File: config.mk
export PLATFORM = sky130hd
export DESIGN_NAME = uart_tx_serializer_flat
export DESIGN_NICKNAME = d
export VERILOG_FILES = /design/src/rtl/uart_tx_serializer_pkg.sv /design/src/rtl/uart_tx_serializer_if.sv /design/src/rtl/uart_tx_serializer_baud_gen.sv /design/src/rtl/uart_tx_serializer.sv /design/src/flat_wrapper.sv
export SDC_FILE = /design/constraint.sdc
export NUM_CORES = 1
export LEC_CHECK = 0
export BUFFER_PORTS_ARGS = -buffer_cell sky130_fd_sc_hd__buf_2
export CAP_MARGIN = 20
export CORE_ASPECT_RATIO = 0.6
export CORE_MARGIN = 2
export CORE_UTILIZATION = 40
export CTS_BUF_LIST = sky130_fd_sc_hd__clkbuf_4 sky130_fd_sc_hd__clkbuf_8
export DETAILED_ROUTE_END_ITERATION = 10
export PLACE_DENSITY_LB_ADDON = 0.3
export SLEW_MARGIN = 40
export SYNTH_ARGS = -nofsm -noshare
export SYNTH_HDL_FRONTEND = slang
export SYNTH_SLANG_ARGS = --single-unit
export TNS_END_PERCENT = 50
File: constraint.sdc
create_clock -name clk -period 2.5 [get_ports clk]
set_input_delay 0.25 -clock clk [delete_from_list [all_inputs] [get_ports clk]]
set_output_delay 0.25 -clock clk [all_outputs]
set_load 0.01 [all_outputs]
File: src/rtl/uart_tx_serializer_pkg.sv
// Shared types and constants for the UART transmit serializer.
// The optional line-break feature is selected with UART_TX_BREAK_EN.
package uart_tx_serializer_pkg;

    localparam int UART_DATA_BITS     = 8;
    localparam int UART_DIV_W         = 16;
    // The parity helper works on the widest legal character; narrower
    // characters are zero-extended, which leaves the XOR reduction unchanged.
    localparam int UART_MAX_DATA_BITS = 8;

    typedef enum logic [2:0] {
        IDLE   = 3'd0,
        START  = 3'd1,
        DATA   = 3'd2,
        PARITY = 3'd3,
        STOP   = 3'd4
    } uart_tx_state_t;

    // CSR view of the baud divisor and the frame-format bits.
    typedef logic [UART_DIV_W-1:0] uart_baud_div_t;

    typedef struct packed {
        logic parity_en;
        logic parity_odd;
        logic stop2;
    } uart_frame_fmt_t;

    // Parity bit for a character: even -> ^data, odd -> ~^data.
    function automatic logic uart_parity(input logic [UART_MAX_DATA_BITS-1:0] data,
                                         input logic                          odd);
        return (^data) ^ odd;
    endfunction

endpackage

File: src/rtl/uart_tx_serializer_if.sv
// Valid/ready byte channel feeding the UART transmit serializer.
// The source (CSR write path or TX FIFO) is the master, the engine the slave.
interface uart_tx_serializer_if #(
    parameter int DATA_BITS = 8
);
    logic [DATA_BITS-1:0] data;
    logic                 valid;
    logic                 ready;

    modport master (output data, output valid, input ready);
    modport slave  (input data, input valid, output ready);
endinterface

File: src/rtl/uart_tx_serializer_baud_gen.sv
// Loadable bit-period down-counter. A load sets the count to div; the count
// then falls by one per cycle and holds at zero. tick is high whenever the
// count is zero, i.e. in the final cycle of each bit period.
module uart_baud_gen #(
    parameter int DIV_W = 16
) (
    input  logic             clk,
    input  logic             rst,
    input  logic             load,
    input  logic [DIV_W-1:0] div,
    output logic             tick
);

    logic [DIV_W-1:0] cnt_q;
    logic [DIV_W-1:0] cnt_d;

    // Next count: reload on request, otherwise count down and stop at zero.
    always_comb begin
        cnt_d = cnt_q;
        if (load) begin
            cnt_d = div;
        end else if (cnt_q != '0) begin
            cnt_d = cnt_q - DIV_W'(1);
        end else begin
            cnt_d = cnt_q;
        end
    end

    // Counter register with synchronous reset to zero.
    always_ff @(posedge clk) begin
        if (rst) begin
            cnt_q <= '0;
        end else begin
            cnt_q <= cnt_d;
        end
    end

    assign tick = (cnt_q == '0);

endmodule

File: src/rtl/uart_tx_serializer.sv
// UART transmit serializer: accepts characters over a valid/ready channel and
// shifts them onto tx_out_o as start, LSB-first data, optional parity and one
// or two stop bits. Bit timing comes from a CSR baud divisor
// (bit period = baud_div_i + 1 cycles). Frame settings are captured when a
// character is accepted, so CSR writes during a frame only affect later frames.
// Define UART_TX_BREAK_EN to add break_req_i, which holds the idle line low.
module uart_tx_serializer
    import uart_tx_serializer_pkg::*;
#(
    parameter int DATA_BITS = UART_DATA_BITS,
    parameter int DIV_W     = UART_DIV_W
) (
    input  logic             clk,
    input  logic             rst,
    input  logic [DIV_W-1:0] baud_div_i,
    input  logic             parity_en_i,
    input  logic             parity_odd_i,
    input  logic             stop2_i,
`ifdef UART_TX_BREAK_EN
    input  logic             break_req_i,
`endif
    uart_tx_serializer_if.slave tx_if,
    output logic             tx_out_o,
    output logic             tx_busy_o,
    output logic             tx_done_o
);

    localparam logic [2:0] LAST_BIT = 3'(DATA_BITS - 1);

    uart_tx_state_t         state_q,    state_d;
    logic [DATA_BITS-1:0]   shift_q,    shift_d;
    logic [2:0]             bit_cnt_q,  bit_cnt_d;
    logic                   stop_cnt_q, stop_cnt_d;
    logic                   par_en_q,   par_en_d;
    logic                   stop2_q,    stop2_d;
    logic                   parity_q,   parity_d;
    logic [DIV_W-1:0]       div_q,      div_d;
    logic                   tx_out_q,   tx_out_d;
    logic                   ready_q,    ready_d;
    logic                   busy_q,     busy_d;
    logic                   done_q,     done_d;
`ifdef UART_TX_BREAK_EN
    logic                   brk_q,      brk_d;
    logic                   rec_q,      rec_d;
`endif

    uart_frame_fmt_t                 fmt_s;
    logic [UART_MAX_DATA_BITS-1:0]   data_ext_s;
    logic                            accept_s;
    logic                            baud_load_s;
    logic [DIV_W-1:0]                baud_val_s;
    logic                            tick_s;
    logic                            line_low_s;
    logic                            line_hold_s;

    assign fmt_s      = '{parity_en: parity_en_i, parity_odd: parity_odd_i, stop2: stop2_i};
    assign data_ext_s = UART_MAX_DATA_BITS'(tx_if.data);
    assign accept_s   = tx_if.valid && ready_q;

    uart_baud_gen #(
        .DIV_W (DIV_W)
    ) u_baud_gen (
        .clk  (clk),
        .rst  (rst),
        .load (baud_load_s),
        .div  (baud_val_s),
        .tick (tick_s)
    );

    // Frame sequencing: next state, shift register, counters and bit-timer reloads.
    always_comb begin
        state_d     = state_q;
        shift_d     = shift_q;
        bit_cnt_d   = bit_cnt_q;
        stop_cnt_d  = stop_cnt_q;
        par_en_d    = par_en_q;
        stop2_d     = stop2_q;
        parity_d    = parity_q;
        div_d       = div_q;
        done_d      = 1'b0;
        baud_load_s = 1'b0;
        baud_val_s  = div_q;
        line_low_s  = 1'b0;
        line_hold_s = 1'b0;

        case (state_q)
            IDLE: begin
                if (accept_s) begin
                    // Capture the character and the whole frame format now.
                    state_d     = START;
                    shift_d     = tx_if.data;
                    bit_cnt_d   = 3'd0;
                    stop_cnt_d  = 1'b0;
                    par_en_d    = fmt_s.parity_en;
                    stop2_d     = fmt_s.stop2;
                    parity_d    = uart_parity(data_ext_s, fmt_s.parity_odd);
                    div_d       = baud_div_i;
                    baud_load_s = 1'b1;
                    baud_val_s  = baud_div_i;
                end else begin
                    state_d = IDLE;
                end
            end
            START: begin
                if (tick_s) begin
                    state_d     = DATA;
                    baud_load_s = 1'b1;
                end else begin
                    state_d = START;
                end
            end
            DATA: begin
                if (tick_s) begin
                    baud_load_s = 1'b1;
                    if (bit_cnt_q == LAST_BIT) begin
                        state_d = par_en_q ? PARITY : STOP;
                    end else begin
                        bit_cnt_d = bit_cnt_q + 3'd1;
                        shift_d   = shift_q >> 1;
                    end
                end else begin
                    state_d = DATA;
                end
            end
            PARITY: begin
                if (tick_s) begin
                    state_d     = STOP;
                    baud_load_s = 1'b1;
                end else begin
                    state_d = PARITY;
                end
            end
            STOP: begin
                if (tick_s) begin
                    if (stop2_q && !stop_cnt_q) begin
                        stop_cnt_d  = 1'b1;
                        baud_load_s = 1'b1;
                    end else begin
                        // Last stop cycle: the done pulse lands in the IDLE cycle.
                        state_d = IDLE;
                        done_d  = 1'b1;
                    end
                end else begin
                    state_d = STOP;
                end
            end
            default: begin
                state_d = IDLE;
            end
        endcase

`ifdef UART_TX_BREAK_EN
        // Break is only honoured between frames. When it drops, the line is
        // held high for one bit period (timed by the baud counter) before the
        // engine reports ready again.
        brk_d = 1'b0;
        rec_d = 1'b0;
        if (state_d == IDLE) begin
            if (break_req_i) begin
                brk_d = 1'b1;
            end else if (brk_q) begin
                rec_d       = 1'b1;
                baud_load_s = 1'b1;
                baud_val_s  = baud_div_i;
            end else if (rec_q && !tick_s) begin
                rec_d = 1'b1;
            end else begin
                rec_d = 1'b0;
            end
        end else begin
            brk_d = 1'b0;
        end
        line_low_s  = brk_d;
        line_hold_s = brk_d | rec_d;
`endif
    end

    // Output values for the next cycle, derived from the next state so that
    // the pins are driven straight from flops.
    always_comb begin
        tx_out_d = 1'b1;
        case (state_d)
            IDLE:    tx_out_d = ~line_low_s;
            START:   tx_out_d = 1'b0;
            DATA:    tx_out_d = shift_d[0];
            PARITY:  tx_out_d = parity_d;
            STOP:    tx_out_d = 1'b1;
            default: tx_out_d = 1'b1;
        endcase
        busy_d  = (state_d != IDLE);
        ready_d = (state_d == IDLE) && !line_hold_s;
    end

    // State, datapath and output registers; reset aborts any frame at once.
    always_ff @(posedge clk) begin
        if (rst) begin
            state_q    <= IDLE;
            shift_q    <= '0;
            bit_cnt_q  <= 3'd0;
            stop_cnt_q <= 1'b0;
            par_en_q   <= 1'b0;
            stop2_q    <= 1'b0;
            parity_q   <= 1'b0;
            div_q      <= '0;
            tx_out_q   <= 1'b1;
            ready_q    <= 1'b1;
            busy_q     <= 1'b0;
            done_q     <= 1'b0;
`ifdef UART_TX_BREAK_EN
            brk_q      <= 1'b0;
            rec_q      <= 1'b0;
`endif
        end else begin
            state_q    <= state_d;
            shift_q    <= shift_d;
            bit_cnt_q  <= bit_cnt_d;
            stop_cnt_q <= stop_cnt_d;
            par_en_q   <= par_en_d;
            stop2_q    <= stop2_d;
            parity_q   <= parity_d;
            div_q      <= div_d;
            tx_out_q   <= tx_out_d;
            ready_q    <= ready_d;
            busy_q     <= busy_d;
            done_q     <= done_d;
`ifdef UART_TX_BREAK_EN
            brk_q      <= brk_d;
            rec_q      <= rec_d;
`endif
        end
    end

    assign tx_if.ready = ready_q;
    assign tx_out_o    = tx_out_q;
    assign tx_busy_o   = busy_q;
    assign tx_done_o   = done_q;

endmodule

File: src/flat_wrapper.sv
// flat-port wrapper written by rule: the top's interface ports become plain ports
module uart_tx_serializer_flat import uart_tx_serializer_pkg::*;
#(
    parameter int DATA_BITS = UART_DATA_BITS,
    parameter int DIV_W     = UART_DIV_W
)
  (clk, rst, baud_div_i, parity_en_i, parity_odd_i, stop2_i, tx_out_o, tx_busy_o, tx_done_o, tx_if_data, tx_if_valid, tx_if_ready);
  uart_tx_serializer_if #(.DATA_BITS(DATA_BITS)) tx_if_i ();
  input  logic clk;
  input  logic rst;
  input  logic [DIV_W-1:0] baud_div_i;
  input  logic parity_en_i;
  input  logic parity_odd_i;
  input  logic stop2_i;
  output logic tx_out_o;
  output logic tx_busy_o;
  output logic tx_done_o;
  input wire logic [$bits(tx_if_i.data)-1:0] tx_if_data;
  input wire logic [$bits(tx_if_i.valid)-1:0] tx_if_valid;
  output wire logic [$bits(tx_if_i.ready)-1:0] tx_if_ready;
  assign tx_if_i.data = tx_if_data;
  assign tx_if_i.valid = tx_if_valid;
  assign tx_if_ready = tx_if_i.ready;
  uart_tx_serializer #(.DATA_BITS(DATA_BITS), .DIV_W(DIV_W)) u_core (.clk(clk), .rst(rst), .baud_div_i(baud_div_i), .parity_en_i(parity_en_i), .parity_odd_i(parity_odd_i), .stop2_i(stop2_i), .tx_if(tx_if_i), .tx_out_o(tx_out_o), .tx_busy_o(tx_busy_o), .tx_done_o(tx_done_o));
endmodule
* Word-level counts from Yosys, hierarchy flattened
Index checks and enable logic that the tools add are counted.
Storage, ports and cells: bits in registers 54, latch bits 0, memory bits (writable) 0, ROM bits 0, input port bits 30, output and inout bits 4, logic and storage cells 83, memories 0
Operators by class: add/sub/neg operators 2, $mul 0, div/mod/pow operators 0, order comparisons 0, eq/ne operators 13, shift operators 0, muxes and demuxes 34, bitwise gates (word level) 3, reductions and logical operators 17
Operators with widths (count):
- 16-bit two-way mux | 4
- 3-bit two-way mux | 9
- 8-bit two-way mux | 3
- 16-bit logical NOT | 1
- 8-bit case mux with 2 select lines | 1
- 16-bit nonzero test | 1
- 16-bit by 1-bit subtractor with 16-bit output (second input constant) | 1
- 3-bit case mux with 5 select lines | 1
- 3-bit by 2-bit == test with 1-bit output (second input constant) | 4
- 1-bit two-way mux | 11
- 2-bit by 1-bit inequality test with 1-bit output (second input constant) | 4
- 4-bit AND reduction | 2
- 8-bit XOR reduction | 1
- 3-bit by 1-bit == test with 1-bit output (second input constant) | 2
- 3-bit == test (second input constant) | 2
- 3-bit logical NOT | 2
- 1-bit case mux with 3 select lines | 2
- 3-bit case mux with 2 select lines | 1
- 2-bit nonzero test | 3
- 3-bit OR reduction | 2
- 3-bit by 1-bit adder with 3-bit output (second input constant) | 1
- 3-bit nonzero test | 1
- 1-bit logical AND | 2
- 2-bit two-way mux | 1
- 6 further kinds | 7

* Depth between registers and ports, before layout
depth after elaboration 7, depth in mapped cells 9

* By module
From an unflattened synthesis, not the netlist that was laid out.
Second synthesis, totals: cells, all modules 311, area total of the unflattened synthesis 2571.2 um^2
Modules (own cells, without submodules):
- uart_tx_serializer | times used 1, cells an instance 195, area an instance 1606.5 um^2, sequential area each 760.7 um^2
- uart_baud_gen | times used 1, cells an instance 116, area an instance 964.7 um^2, sequential area each 320.3 um^2

* Least setup slack after synthesis
No wires, ideal clock.
path kind reg2reg, from reg u_core.u_baud_gen.cnt_q[10], to reg u_core.tx_out_q, in the netlist u_core.tx_out_o, arrival time 2.072 ns, slack 0.308 ns, cell stages (with the launch flop) 7, clock period less this slack 2.192 ns, cells stage by stage dfxtp_1 > or4_4 > or4_4 > nor2_8 > a311o_2 > nor3_1 > a211o_1
On the way: longest elaborated chain between the ends 5, elaborated cells on any way between the ends 12, classes of those cells 3 x eq/ne; 8 x mux; 1 x reduce/logical
RTL lines:
- start: declaration | line uart_tx_serializer_baud_gen.sv:14 | logic [DIV_W-1:0] cnt_q;
- start signal: assignment | line uart_tx_serializer_baud_gen.sv:34 | cnt_q <= cnt_d;
- 16-bit logical NOT * | line uart_tx_serializer_baud_gen.sv:38 | assign tick = (cnt_q == '0);
- 3-bit two-way mux, or another cell as far along | line uart_tx_serializer.sv:134 | if (tick_s) begin
- 3-bit case mux with 5 select lines | line uart_tx_serializer.sv:86 | case (state_q)
- 3-bit by 2-bit == test with 1-bit output or 3-bit by 1-bit == test with 1-bit output (tied branches) | line uart_tx_serializer.sv:182 | case (state_d)
- 1-bit case mux with 3 select lines * | line uart_tx_serializer.sv:182
- end signal: assignment | line uart_tx_serializer.sv:222 | tx_out_q <= tx_out_d;
- end: declaration | line uart_tx_serializer.sv:38 | logic tx_out_q, tx_out_d;
Every way passes the cells marked *; elsewhere a longest branch is shown, timed or not. The select of a mux whose other input is x is not followed. A chain may end at the register's enable or synchronous reset.

* Worst setup path after layout
Same ends and word-level chain as after synthesis.

==> results.md <==
Outcome:
- The flow ran to the end, and the final reports show no timing, DRC or antenna violations.

Pwr:
- The standby leakage power is 1.15 nW.
- The peak supply drop is 0.000530 V.
- The power per standard cell area is 1280 nW/µm².

STA:
- The final worst-path cycle share is 96.2%.
- The maximum achievable frequency is 416 MHz.
- At the pin with the least slew margin, the transition time is 756 ps.
- The clock tree skew after final layout is 9.81 ps.
- The post-layout minimum cycle time is 2400 ps.
- The number of hold-slack violations in the final timing report is 0.
- Setup repair after global routing could not meet its margin everywhere.
- The count of final max-slew check failures was 0.
- Once routing completed, OpenROAD measured the worst setup slack at 96.2 ps.
- The remaining max-slew budget at the tightest pin is 49.6%.
- The total of endpoints with negative setup slack in the final report is 0.

Setup path:
- The critical path is of the register to register type.
- The category of the worst setup path launch point is a register.
- The required arrival time at the worst endpoint is 2700 ps.
- The worst setup path is captured at a register.
- Of all nets on the critical path, the largest fanout is 12.
- The cell count of the worst reg-to-reg path is 6.
- STA puts the critical path data arrival time at 2600 ps.

Logic synthesis:
- The synthesized net count is 309.
- The cell count after synthesis is 275.
- For this run, the leading register cell type out of synthesis is sky130_fd_sc_hd__dfxtp_1.
- The number of flops mapped to enable cells by yosys is 0.
- Synthesis instantiated 46 different standard cells from the library.
- After synthesis, flip-flops and latches occupy 42.3% of the total area.
- By count the netlist is led by 54 x sky130_fd_sc_hd__dfxtp_1, 46 x sky130_fd_sc_hd__nor2_1, 20 x sky130_fd_sc_hd__mux2i_1, 20 x sky130_fd_sc_hd__nand2_1, 15 x sky130_fd_sc_hd__xnor2_1.
- By area the synthesized netlist is led by sky130_fd_sc_hd__dfxtp_1 42%, sky130_fd_sc_hd__mux2i_1 7.8%, sky130_fd_sc_hd__nor2_1 6.8%.
- The yosys synthesis warning count is 0.
- The mean instance size in the synthesized netlist is 9.30 µm².
- In this run, synthesis produced a sequential element count of 54.
- The total standard cell area after synthesis is 2560 µm².
- For this run, asynchronously set or reset flops after synthesis account for 0%.
- Summed over its instances, the top area cell type makes up 42.3% of the synthesized netlist area.
- The largest area contributor in the netlist is sky130_fd_sc_hd__dfxtp_1.
- The most frequently used cell type in the post-synthesis netlist is sky130_fd_sc_hd__dfxtp_1.

Detailed routing:
- The count of nets left with antenna violations after detail routing is 0.
- After detailed routing, the average wire length per cell comes to 13.6 µm.
- The first detailed-routing pass took 4 iterations.
- The overall via count from detail_route is 2028.
- For this run, design rule violations remaining after detail routing come to 0.
- The routed wire length is 5.33 mm.
- The post-detailed-route via-to-cell ratio is 5.17.
- After the first detailed-routing iteration, the DRC count stood at 97.

Global routing:
- Entering global routing, the biggest net connects 42 pins.
- The number of antenna violations at the first check in global routing came to 0.
- The wire length of the first global-routing pass is 8.83 mm.
- The number of global-route vias before repair was 1851.
- Global routing finished with a remaining overflow of 0.
- The overall routing resource usage is 15.9%.

Clock network:
- After clock tree synthesis, the clock-pin slew on the worst setup and hold paths is 90 ps.
- The cell at the root of the clock tree is sky130_fd_sc_hd__clkbuf_8.
- The clock net sink count is 54.
- In this run, post-CTS hold repair placed 0 buffers.
- The number of setup buffers added after CTS is 0.
- Clock tree synthesis inserted a total of 5 buffers.
- The clock tree from TritonCTS is done.
- The clock tree buffer depth is 2.
- The H-tree depth is 2.
- Clock latency on the worst-skew pair, taken at its later pin, is 300 ps.

Placement:
- The count of buffers from port buffering is 33.
- Once placement finished, the instance area stood at 2810 µm².
- Routability-driven placement finished with a final weighted congestion of 0.845.
- The sum of net half-perimeters after detailed placement is 3.86 mm.
- Prior to clock tree synthesis, the placed netlist has a worst setup slack of 130 ps.

Finish:
- The layout net count is 342.
- The synthesis-to-finish area growth is 15.1%.
- The layout filler cell count is 585.
- The share of the core filled with cells is 47.9%.
- The finished cells cover 2940 µm².
- The number of antenna diodes is 0.
- The share of layout cells above drive strength 1 is 20.5%.

Floorplanning:
- The number of placed I/O pins is 34.
- The die area is 7070 µm².
- The floorplan has 22 rows.
- The starting density of the core is 41.6%.
- The height of the die is 65.9 µm.
- The floorplan step set the die width to 107 µm.
- The core region is 6140 µm².

Worst hold path:
- The worst hold path belongs to the class input pin to register.
- The worst hold path passes through 3 cells.

Flow run:
- Max-cap violations in this run came to 0.
==> path summary, 6_finish.rpt <==
path | slack, ps | startpoint | to
setup / recovery | 100 | u_core.u_baud_gen.cnt_q[10] | u_core.tx_out_o
hold / removal | 180 | parity_en_i | u_core.par_en_q
setup reg to reg | 100 | u_core.u_baud_gen.cnt_q[10] | u_core.tx_out_o
hold reg to reg | 460 | u_core.shift_q[4] | u_core.shift_q[4]
==> timing repair <==
action	in CTS	in global routing
hold endpoints to repair	0	0
resized for setup	0	2
endpoints found under the setup margin	0	1
==> final cells by class <==
| cell class | instances | area, µm² | area share, % |
|---|---|---|---|
| clock inverters | 1 | 30.0 | 1.02 |
| clock buffers | 6 | 82.6 | 2.81 |
| flip-flops and latches | 54 | 1080 | 36.7 |
| repair buffers | 44 | 248 | 8.42 |
| multi-input cells | 199 | 1380 | 46.9 |
| inverters | 4 | 15.0 | 0.510 |
| well taps | 84 | 105 | 3.57 |
==> per-stage QoR <==
| step | TNS (ps) | power [mW] | hold WS (ps) | cells |
|---|---|---|---|---|
| after floorplan | 0 | 2.72 | 390 | 275 |
| after global placement | 0 | 3.10 | 439 | 385 |
| after detailed placement | 0 | 3.14 | 447 | 385 |
| after CTS | 0 | 3.74 | 171 | 392 |
| after global routing | -10.1 | 4.03 | 196 | 392 |
| final | 0 | 3.75 | 180 | 392 |
==> power by group <==
part	total [mW]	internal [mW]	leakage, nW	switching, mW
logic	1.93	0.890	0.652	1.04
clock network	0.591	0.321	0.0573	0.270
registers	1.23	1.07	0.443	0.165
==> layer usage <==
layer	GRT usage, %	up-vias	routed length, µm
li1	-	1028	-
met1	23.3	960	2910
met2	23.0	38	2200
met3	4.14	2	201
met4	3.90	0	20
met5	0	-	0
==> logic make-up after synthesis <==
kind of cell / synth area share (%)
simple gates: 20.7
flops: 42.3
compound gates: 15.2
buf+inv: 4.31
xor+xnor: 7.73
mux: 7.83
fa+ha+maj: 1.96
==> state kept, by name (all words and copies together) (netlist names) <==
name	count
u_core.div_q	16
u_core.u_baud_gen.cnt_q	16
u_core.shift_q	8
u_core.bit_cnt_q	3
u_core.state_q	3
u_core.par_en_q	1
u_core.parity_q	1
u_core.stop2_q	1
u_core.stop_cnt_q	1
u_core.tx_busy_o	1
u_core.tx_done_o	1
u_core.tx_if.ready	1
u_core.tx_out_o	1
==> worst max-delay path, cell delays in order (launching register included) <==
cell                      delay [ps]
sky130_fd_sc_hd__dfxtp_1         370
sky130_fd_sc_hd__or4_4           590
sky130_fd_sc_hd__or4_4           580
sky130_fd_sc_hd__nor2_8          200
sky130_fd_sc_hd__a311o_2         220
sky130_fd_sc_hd__nor3_1           50
sky130_fd_sc_hd__a211o_1         290
==> cell usage in the layout, fill, tap and decap left out, types with 6 or more instances in the layout <==
cell type,netlist,layout
sky130_fd_sc_hd__nor2_1,46,46
sky130_fd_sc_hd__nor3_1,8,8
sky130_fd_sc_hd__xnor2_1,15,15
sky130_fd_sc_hd__a21oi_1,9,9
sky130_fd_sc_hd__buf_2,4,33
sky130_fd_sc_hd__a22oi_1,9,9
sky130_fd_sc_hd__nand2_1,20,20
sky130_fd_sc_hd__buf_4,0,11
sky130_fd_sc_hd__mux2i_1,20,20
sky130_fd_sc_hd__dfxtp_1,54,54
sky130_fd_sc_hd__o22a_1,10,10
sky130_fd_sc_hd__clkbuf_8,0,6
Power figures use the tool's default switching activity.
